[config.mk]
export PLATFORM = sky130hd
export DESIGN_NAME = mem_bus_arbiter
export DESIGN_NICKNAME = d
export VERILOG_FILES = /design/src/rtl/mem_bus_arbiter.sv
export SDC_FILE = /design/constraint.sdc
export NUM_CORES = 1
export LEC_CHECK = 0
export CAP_MARGIN = 20
export CORE_UTILIZATION = 40
export DETAILED_ROUTE_END_ITERATION = 8
export PLACE_DENSITY = 0.76
export SLEW_MARGIN = 30
export SYNTH_ARGS = -nofsm -noshare
export SYNTH_HDL_FRONTEND = slang
export SYNTH_SLANG_ARGS = --single-unit
[constraint.sdc]
create_clock -name clk -period 2.3 [get_ports clk]
set_clock_uncertainty 0.1 [all_clocks]
set_input_delay 0.46 -clock clk [delete_from_list [all_inputs] [get_ports clk]]
set_output_delay 0.46 -clock clk [all_outputs]
set_load 0.02 [all_outputs]
[src/rtl/mem_bus_arbiter.sv]
// mem_bus_arbiter: shares one SRAM-style bus between instruction fetch (IF)
// and the mem stage (DM).
//   - DM has priority.
//   - A starvation counter forces IF in after STARVE_MAX consecutive DM grants.
//   - The winner's request is registered onto bus_* and held until bus_ack_i.
//   - Completion is reported with a one-cycle *_valid_o pulse.
// Optional feature: define ARB_BUS_TIMEOUT_EN to abort a transfer that waits
// TIMEOUT_CYCLES without an ack. The abort pulses bus_err_o.
module mem_bus_arbiter #(
    parameter int STARVE_MAX = 4
`ifdef ARB_BUS_TIMEOUT_EN
    , parameter int TIMEOUT_CYCLES = 255
`endif
) (
    input  logic        clk,
    input  logic        rst,          // asynchronous, active low
    input  logic        flush_i,
    input  logic        if_req_i,
    input  logic [31:0] if_addr_i,
    output logic [31:0] if_rdata_o,
    output logic        if_valid_o,
    output logic        if_stall_o,
    input  logic        dm_req_i,
    input  logic        dm_we_i,
    input  logic [3:0]  dm_sel_i,
    input  logic [31:0] dm_addr_i,
    input  logic [31:0] dm_wdata_i,
    output logic [31:0] dm_rdata_o,
    output logic        dm_valid_o,
    output logic        dm_stall_o,
    output logic        bus_req_o,
    output logic        bus_we_o,
    output logic [3:0]  bus_sel_o,
    output logic [31:0] bus_addr_o,
    output logic [31:0] bus_wdata_o,
    input  logic [31:0] bus_rdata_i,
    input  logic        bus_ack_i,
    output logic        bus_err_o
);

    localparam logic [1:0] IDLE     = 2'd0;
    localparam logic [1:0] IF_BUSY  = 2'd1;
    localparam logic [1:0] DM_BUSY  = 2'd2;
    localparam logic [1:0] IF_DRAIN = 2'd3;

    localparam logic [7:0] STARVE_LIM = 8'(STARVE_MAX);

    logic [1:0]  state_q, state_d;
    logic [7:0]  starve_q, starve_d;
    logic        bus_req_q, bus_req_d;
    logic        bus_we_q, bus_we_d;
    logic [3:0]  bus_sel_q, bus_sel_d;
    logic [31:0] bus_addr_q, bus_addr_d;
    logic [31:0] bus_wdata_q, bus_wdata_d;
    logic [31:0] if_rdata_q, if_rdata_d;
    logic [31:0] dm_rdata_q, dm_rdata_d;
    logic        if_valid_q, if_valid_d;
    logic        dm_valid_q, dm_valid_d;
`ifdef ARB_BUS_TIMEOUT_EN
    logic [7:0]  wait_q, wait_d;
    logic        bus_err_q, bus_err_d;
`endif

    logic valid_pulse, grant_dm, grant_if;

    // Grant decision. Nothing is granted while a valid pulse is out, because the
    // requester still holds its old request during that cycle.
    always_comb begin
        valid_pulse = if_valid_q | dm_valid_q;
        grant_dm    = (state_q == IDLE) & ~valid_pulse & dm_req_i &
                      ((starve_q < STARVE_LIM) | ~if_req_i | flush_i);
        grant_if    = (state_q == IDLE) & ~valid_pulse & ~grant_dm &
                      if_req_i & ~flush_i;
    end

    // Starvation counter: counts DM grants that happen while IF is waiting.
    // It saturates at STARVE_MAX.
    always_comb begin
        starve_d = starve_q;
        if (!if_req_i || grant_if)
            starve_d = '0;
        else if (grant_dm && (starve_q < STARVE_LIM))
            starve_d = starve_q + 8'd1;
    end

    // Transfer FSM: latch the winner onto the bus, hold it until ack, then return data.
    always_comb begin
        state_d     = state_q;
        bus_req_d   = bus_req_q;
        bus_we_d    = bus_we_q;
        bus_sel_d   = bus_sel_q;
        bus_addr_d  = bus_addr_q;
        bus_wdata_d = bus_wdata_q;
        if_rdata_d  = if_rdata_q;
        dm_rdata_d  = dm_rdata_q;
        if_valid_d  = 1'b0;
        dm_valid_d  = 1'b0;
        case (state_q)
            IDLE: begin
                if (grant_dm) begin
                    state_d     = DM_BUSY;
                    bus_req_d   = 1'b1;
                    bus_we_d    = dm_we_i;
                    bus_sel_d   = dm_sel_i;
                    bus_addr_d  = dm_addr_i;
                    bus_wdata_d = dm_wdata_i;
                end else if (grant_if) begin
                    state_d     = IF_BUSY;
                    bus_req_d   = 1'b1;
                    bus_we_d    = 1'b0;
                    bus_sel_d   = 4'b1111;
                    bus_addr_d  = if_addr_i;
                    bus_wdata_d = '0;
                end
            end
            IF_BUSY: begin
                if (bus_ack_i) begin
                    state_d   = IDLE;
                    bus_req_d = 1'b0;
                    // A flush in the completing cycle discards the fetched word.
                    if (!flush_i) begin
                        if_valid_d = 1'b1;
                        if_rdata_d = bus_rdata_i;
                    end
                end else if (flush_i) begin
                    state_d = IF_DRAIN;
                end
            end
            DM_BUSY: begin
                if (bus_ack_i) begin
                    state_d    = IDLE;
                    bus_req_d  = 1'b0;
                    dm_valid_d = 1'b1;
                    if (!bus_we_q)
                        dm_rdata_d = bus_rdata_i;
                end
            end
            default: begin  // IF_DRAIN: wait out the cancelled fetch silently
                if (bus_ack_i) begin
                    state_d   = IDLE;
                    bus_req_d = 1'b0;
                end
            end
        endcase
`ifdef ARB_BUS_TIMEOUT_EN
        bus_err_d = 1'b0;
        wait_d    = wait_q;
        if (state_q == IDLE) begin
            wait_d = '0;
        end else if (!bus_ack_i) begin
            if (wait_q == 8'(TIMEOUT_CYCLES - 1)) begin
                state_d   = IDLE;
                bus_req_d = 1'b0;
                bus_err_d = 1'b1;
                wait_d    = '0;
                if (state_q == IF_BUSY && !flush_i) begin
                    if_valid_d = 1'b1;
                    if_rdata_d = '0;
                end
                if (state_q == DM_BUSY) begin
                    dm_valid_d = 1'b1;
                    dm_rdata_d = '0;
                end
            end else begin
                wait_d = wait_q + 8'd1;
            end
        end
`endif
    end

    // State registers. Reset drops bus_req_o at once, even in the middle of a transfer.
    always_ff @(posedge clk or negedge rst) begin
        if (!rst) begin
            state_q     <= IDLE;
            starve_q    <= '0;
            bus_req_q   <= 1'b0;
            bus_we_q    <= 1'b0;
            bus_sel_q   <= '0;
            bus_addr_q  <= '0;
            bus_wdata_q <= '0;
            if_rdata_q  <= '0;
            dm_rdata_q  <= '0;
            if_valid_q  <= 1'b0;
            dm_valid_q  <= 1'b0;
`ifdef ARB_BUS_TIMEOUT_EN
            wait_q      <= '0;
            bus_err_q   <= 1'b0;
`endif
        end else begin
            state_q     <= state_d;
            starve_q    <= starve_d;
            bus_req_q   <= bus_req_d;
            bus_we_q    <= bus_we_d;
            bus_sel_q   <= bus_sel_d;
            bus_addr_q  <= bus_addr_d;
            bus_wdata_q <= bus_wdata_d;
            if_rdata_q  <= if_rdata_d;
            dm_rdata_q  <= dm_rdata_d;
            if_valid_q  <= if_valid_d;
            dm_valid_q  <= dm_valid_d;
`ifdef ARB_BUS_TIMEOUT_EN
            wait_q      <= wait_d;
            bus_err_q   <= bus_err_d;
`endif
        end
    end

    assign if_rdata_o  = if_rdata_q;
    assign if_valid_o  = if_valid_q;
    assign if_stall_o  = if_req_i & ~if_valid_q;
    assign dm_rdata_o  = dm_rdata_q;
    assign dm_valid_o  = dm_valid_q;
    assign dm_stall_o  = dm_req_i & ~dm_valid_q;
    assign bus_req_o   = bus_req_q;
    assign bus_we_o    = bus_we_q;
    assign bus_sel_o   = bus_sel_q;
    assign bus_addr_o  = bus_addr_q;
    assign bus_wdata_o = bus_wdata_q;
`ifdef ARB_BUS_TIMEOUT_EN
    assign bus_err_o   = bus_err_q;
`else
    assign bus_err_o   = 1'b0;
`endif

endmodule

Yosys cells after proc, flatten, opt, wreduce, memory -nomap -nowiden
Index checks and enable logic that the tools add are counted.
{ "word_totals": {"regBits": 146, "latchBits": 0, "ramBits": 0, "romBits": 0, "input_bits": 139, "out_inout_bits": 139, "wordCells": 73, "mem_count": 0} }
{ "classes": {"add_sub_neg": 1, "multipliers": 0, "n_div": 0, "n_lt_le_gt_ge": 1, "n_eq_ne": 4, "n_shift": 0, "muxes": 25, "n_bitwise": 18, "reduce_logical": 13} }
{ "ops": {"columns": ["op", "count"], "rows": [
  ["2-to-1 mux 32 bit", 4],
  ["2-to-1 mux 8 bit", 2],
  ["2-to-1 mux 1 bit", 11],
  ["2-to-1 mux 2 bit", 5],
  ["AND reduction 3 bit", 3],
  ["adder 8 x 1 -> 8 bit (second input constant)", 1],
  ["AND 1 bit", 8],
  ["< comparator 8 x 3 -> 1 bit (second input constant)", 1],
  ["2-to-1 mux 4 bit", 2],
  ["NOT 1 bit", 7],
  ["inequality test 3 bit (second input constant)", 2],
  ["nonzero test 2 bit", 3],
  ["one-hot mux 2 bit (2 select lines)", 1],
  ["AND reduction 2 bit", 2],
  ["OR 1 bit", 3],
  ["nonzero test 3 bit", 1],
  ["equality test 2 x 1 -> 1 bit (second input constant)", 1],
  ["equality test 2 bit (second input constant)", 1],
  ["zero test 2 bit", 1],
  ["logical AND 1 bit", 1],
  ["zero test 1 bit", 1],
  ["logical OR 1 bit", 1]
]} }

Depth between registers and ports, before layout
{ "depth": {"depth_word": 12, "mapped_depth": 6, "ltp_nobuf": 4} }

Worst setup path after synthesis
No wires, ideal clock.
{ "synth_path": {"kind": "flip-flop to flip-flop", "startpoint": "reg if_valid_q (netlist: if_valid_o)", "endpoint": "reg bus_addr_q[10] (netlist: bus_addr_o[10])", "setup_ns": 0.123, "t_arrival_ns": 1.883, "required_ns": 2.077, "setup_slack_ns": 0.194, "stages_incl_launch_ff": 6, "n_path_buf": 2, "period_less_slack_ns": 2.106, "cell_sequence": "dfrtp_1 -> or4_4 -> or3_1 -> buf_2 -> buf_6 -> o221a_1"} }
{ "synth_between": {"elab_chain_cells": 11, "word_cells_on_any_way": 12, "classes_between": "mux (1); bitwise (9); reduce/logical (2)"} }
{ "synth_rtl": {"columns": ["element", "line_no", "source"], "rows": [
  ["start: declaration", "57", "logic if_valid_q, if_valid_d;"],
  ["start signal: assignment", "199", "if_valid_q <= if_valid_d;"],
  ["OR 1 bit *", "69", "valid_pulse = if_valid_q | dm_valid_q;"],
  ["NOT 1 bit *", "70, 72", null],
  ["AND 1 bit *", "70, 72", null],
  ["AND 1 bit (2 in series)", "70", "grant_dm = (state_q == IDLE) & ~valid_pulse & dm_req_i &"],
  ["NOT 1 bit", "72", "grant_if = (state_q == IDLE) & ~valid_pulse & ~grant_dm &"],
  ["AND 1 bit (2 in series)", "72", null],
  ["AND 1 bit", "73", "if_req_i & ~flush_i;"],
  ["nonzero test 2 bit (no line)", null, null],
  ["AND reduction 2 bit (no line)", null, null],
  ["end signal: assignment", "195", "bus_addr_q <= bus_addr_d;"],
  ["end: declaration", "53", "logic [31:0] bus_addr_q, bus_addr_d;"]
]} }
Mark *: on every way between the ends. The rest lies on a longest branch, timed or not.
A chain may end at the register's enable or synchronous reset.

Final worst setup path
{ "layout_path": {"startpoint": "in dm_req_i", "endpoint": "out dm_stall_o"} }
{ "layout_between": {"elab_chain_cells": 1} }
{ "layout_rtl": {"columns": ["element", "line_no", "source"], "rows": [
  ["start: declaration", "23", "input logic dm_req_i,"],
  ["AND 1 bit", "213", "assign dm_stall_o = dm_req_i & ~dm_valid_q;"],
  ["end: declaration", "30", "output logic dm_stall_o,"]
]} }
Every way passes these cells.

==> results by group <==
Placed design
  – DP HPWL: 11.52 mm
  – Post-placement cell count: 823
  – I/O Buffers: 276
  – Placed inst area: 8728 sq um
  – Gpl congestion: 0.7625

GRT
  – Antenna violations before repair: 0
  – Largest net degree at the start of global routing: 81
  – GR Layer Usage met1: 0.2635
  – GR Util met3: 0.08412
  – Busiest grt layer: met2
  – GRT Resource Usage Total: 0.2296
  – GR Overflow Total: 0
  – Global-route wire length before repair: 25.32 mm
  – Vias in the first global route: 4653
  – Met2 Use GR: 0.3882

Pwr
  – Leak: 3.876 nW
  – Worst ir drop on vdd: 0.8713 mV
  – Pwr Density: 1400 nW/um^2

Drt
  – Vias: 4409
  – TritonRoute pass-1 iters: 4
  – WL final: 16.27 mm
  – DRT iter0 DRCs: 200
  – Post-route ant nets: 0
  – Vias per inst: 5.157
  – DR DRC count: 0
  – Routed len/inst: 19.03 um

Synth
  – Synthesized area: 5655 sq um
  – Synth Register Bits: 146
  – Syn Nets: 519
  – Synth warn: 0
  – Number of flops mapped to enable cells by yosys: 0
  – Synth async-reset ratio: 1.000
  – Synth Flop Type: dfrtp_1
  – Synth top area share: 0.6460
  – Synth cell types: 34
  – List of most frequent post-synthesis cells: dfrtp_1 (146), mux2_2 (57), a22o_1 (33), nand2b_1 (33), o221a_1 (32)
  – Top post-synthesis cells by area: dfrtp_1 (65%), mux2_2 (11%), o221a_1 (6.4%), a22o_1 (5.1%), nand2b_1 (3.7%)
  – Post-synthesis sequential area ratio: 0.6460
  – Yosys top cell by area: dfrtp_1
  – Mapped Avg Cell Area: 14.92 sq um
  – Mapped Cells: 379
  – Cell with the most instances after synthesis: dfrtp_1

Setup path
  – Crit start category: input pin
  – Critical Path AT: 1700 ps
  – CP max stage delay: 600 ps
  – Critical path capture point type: primary output
  – CP cell instances: clkdlybuf4s50_1 -> nor2b_1 -> clkdlybuf4s50_1
  – Critical-path cell with the highest stage delay: clkdlybuf4s50_1
  – Critical path required time: 1740 ps
  – CP most frequent cell: clkdlybuf4s50_1
  – WS Path Type: input pin to primary output
  – CP Max Fanout: 3

Timing
  – Fin. Hold Viols: 0
  – Slew @ Worst Pin: 502.8 ps
  – Final worst-path cycle share: 0.9807
  – Final setup fails: 0
  – Max Fclk: 443.4 MHz
  – Slew headroom: 0.6620
  – Fin. max-slew vios: 0
  – Final TNS setup: 0 ps
  – Final min period: 2256 ps
  – RSZ-0062 raised after global routing: no

Flow run
  – Maximum capacitance violations: 0

Final layout
  – Fillers: 971
  – Non-filler cells, final: 855
  – Finished Core Util: 0.6745
  – Area Growth Syn to Fin: 64.91%
  – Share of cells above drive strength 1: 0.1585
  – # nets final: 803
  – Finished Cell Area: 9326 sq um
  – Antenna cells: 0

Die
  – Site row count: 43
  – Core region area: 13830 sq um
  – Starting Density: 0.4090
  – Area of the die: 14620 sq um
  – Die H: 120.9 um
  – Die width: 120.9 um
  – I/O Pins: 278

Clocking
  – Worst-Skew Late Latency: 410 ps
  – H-tree levels: 4
  – CTS sink cnt: 146
  – Clock root buffer: clkbuf_16
  – CTS tree: done
  – Clk buf depth: 2
  – Num CTS Buffers: 17
  – Clk pin slew, worst setup/hold paths: 60 ps

Min path
  – Hold Crit Class: register to register

Status
  – Outcome: complete, no violations
through the flow:
step,hold WS (ps),power (mW),setup WS (ps)
after floorplan,64.41,7.232,194.3
after global placement,368.5,10.22,44.80
after detailed placement,373.7,10.40,28.17
after CTS,387.2,13.16,28.22
after global routing,405.1,13.67,3.096
final,379.5,13.05,44.49
final timing paths:
path                                     from             end  slack, ps  cells past startpoint
worst max-delay path                 dm_req_i      dm_stall_o         40                      3
max in group asynchronous                 rst   bus_addr_o[5]       1190                      3
worst min-delay path            dm_rdata_o[9]   dm_rdata_o[9]        380                      1
worst max register to register     if_valid_o  bus_addr_o[31]        190                      4
min in group asynchronous                 rst  dm_rdata_o[14]        530                      3
worst min register to register  dm_rdata_o[9]   dm_rdata_o[9]        380                      1
area by class of cell:
cell class,instances,area (sq um),share of cell area
Clock inverter,7,73.82,0.007915
Timing Repair Buffer,291,2969,0.3184
Multi-Input combinational cell,205,1886,0.2022
Sequential cell,146,3654,0.3917
Clock buffer,24,511.7,0.05487
Inverter,2,7.507,0.0008049
Tap cell,180,225.2,0.02415
worst max-delay path, delay by kind of cell:
kind                   cells  cell delay [ps]
buffers and inverters      2             1100
and+or+nand+nor            1              130
power by group:
part	leakage [nW]	internal, mW	switching (mW)
logic	1.84	3.21	2.83
clock network	0.277	1.66	1.02
registers	1.76	3.70	0.638
total	3.88	8.57	4.49
timing repair:
item | in CTS | in global routing
setup endpoints to repair | 0 | 1
hold buffers | 1 | 0
endpoints found under the hold margin | 146 | 0
buffers inserted | 0 | 0
gates resized for setup | 0 | 1
cells in the final DEF (no fill, tap or decap), drive strengths merged, types with 2 or more instances in the layout:
cell,n
clkdlybuf4s50,274
dfrtp,146
mux2,64
nand2b,33
a22o,33
o221a,32
clkbuf,24
buf,15
and2,6
nor2b,5
nor2,4
o22a,4
clkinvlp,4
o21ai,4
and3,3
inv,2
o21a,2
nor4,2
clkinv,2
kinds of logic after synthesis:
| logic type | count (synthesis) | share of synthesized area |
|---|---|---|
| other cells | 1 | 0.0006631 |
| mux | 65 | 0.1292 |
| compound gates | 78 | 0.1310 |
| fa+ha+maj | 1 | 0.002212 |
| xor+xnor | 1 | 0.001549 |
| simple gates | 59 | 0.06460 |
| flops | 146 | 0.6460 |
| buf+inv | 28 | 0.02478 |
state kept, by name (all words and copies together), names as in the netlist:
name and flops:
starve_q 8, dm_rdata_o 32, bus_req_o 1, bus_we_o 1
bus_sel_o 4, dm_valid_o 1, state_q 2, if_valid_o 1
bus_addr_o 32, if_rdata_o 32, bus_wdata_o 32
routing by layer:
layer / up-vias / wire length, um
met5: - / 0
met4: 0 / 320
met3: 24 / 1504
met2: 206 / 8102
met1: 2209 / 6340
li1: 1970 / -
No activity file was read; power rests on OpenSTA's default activity.
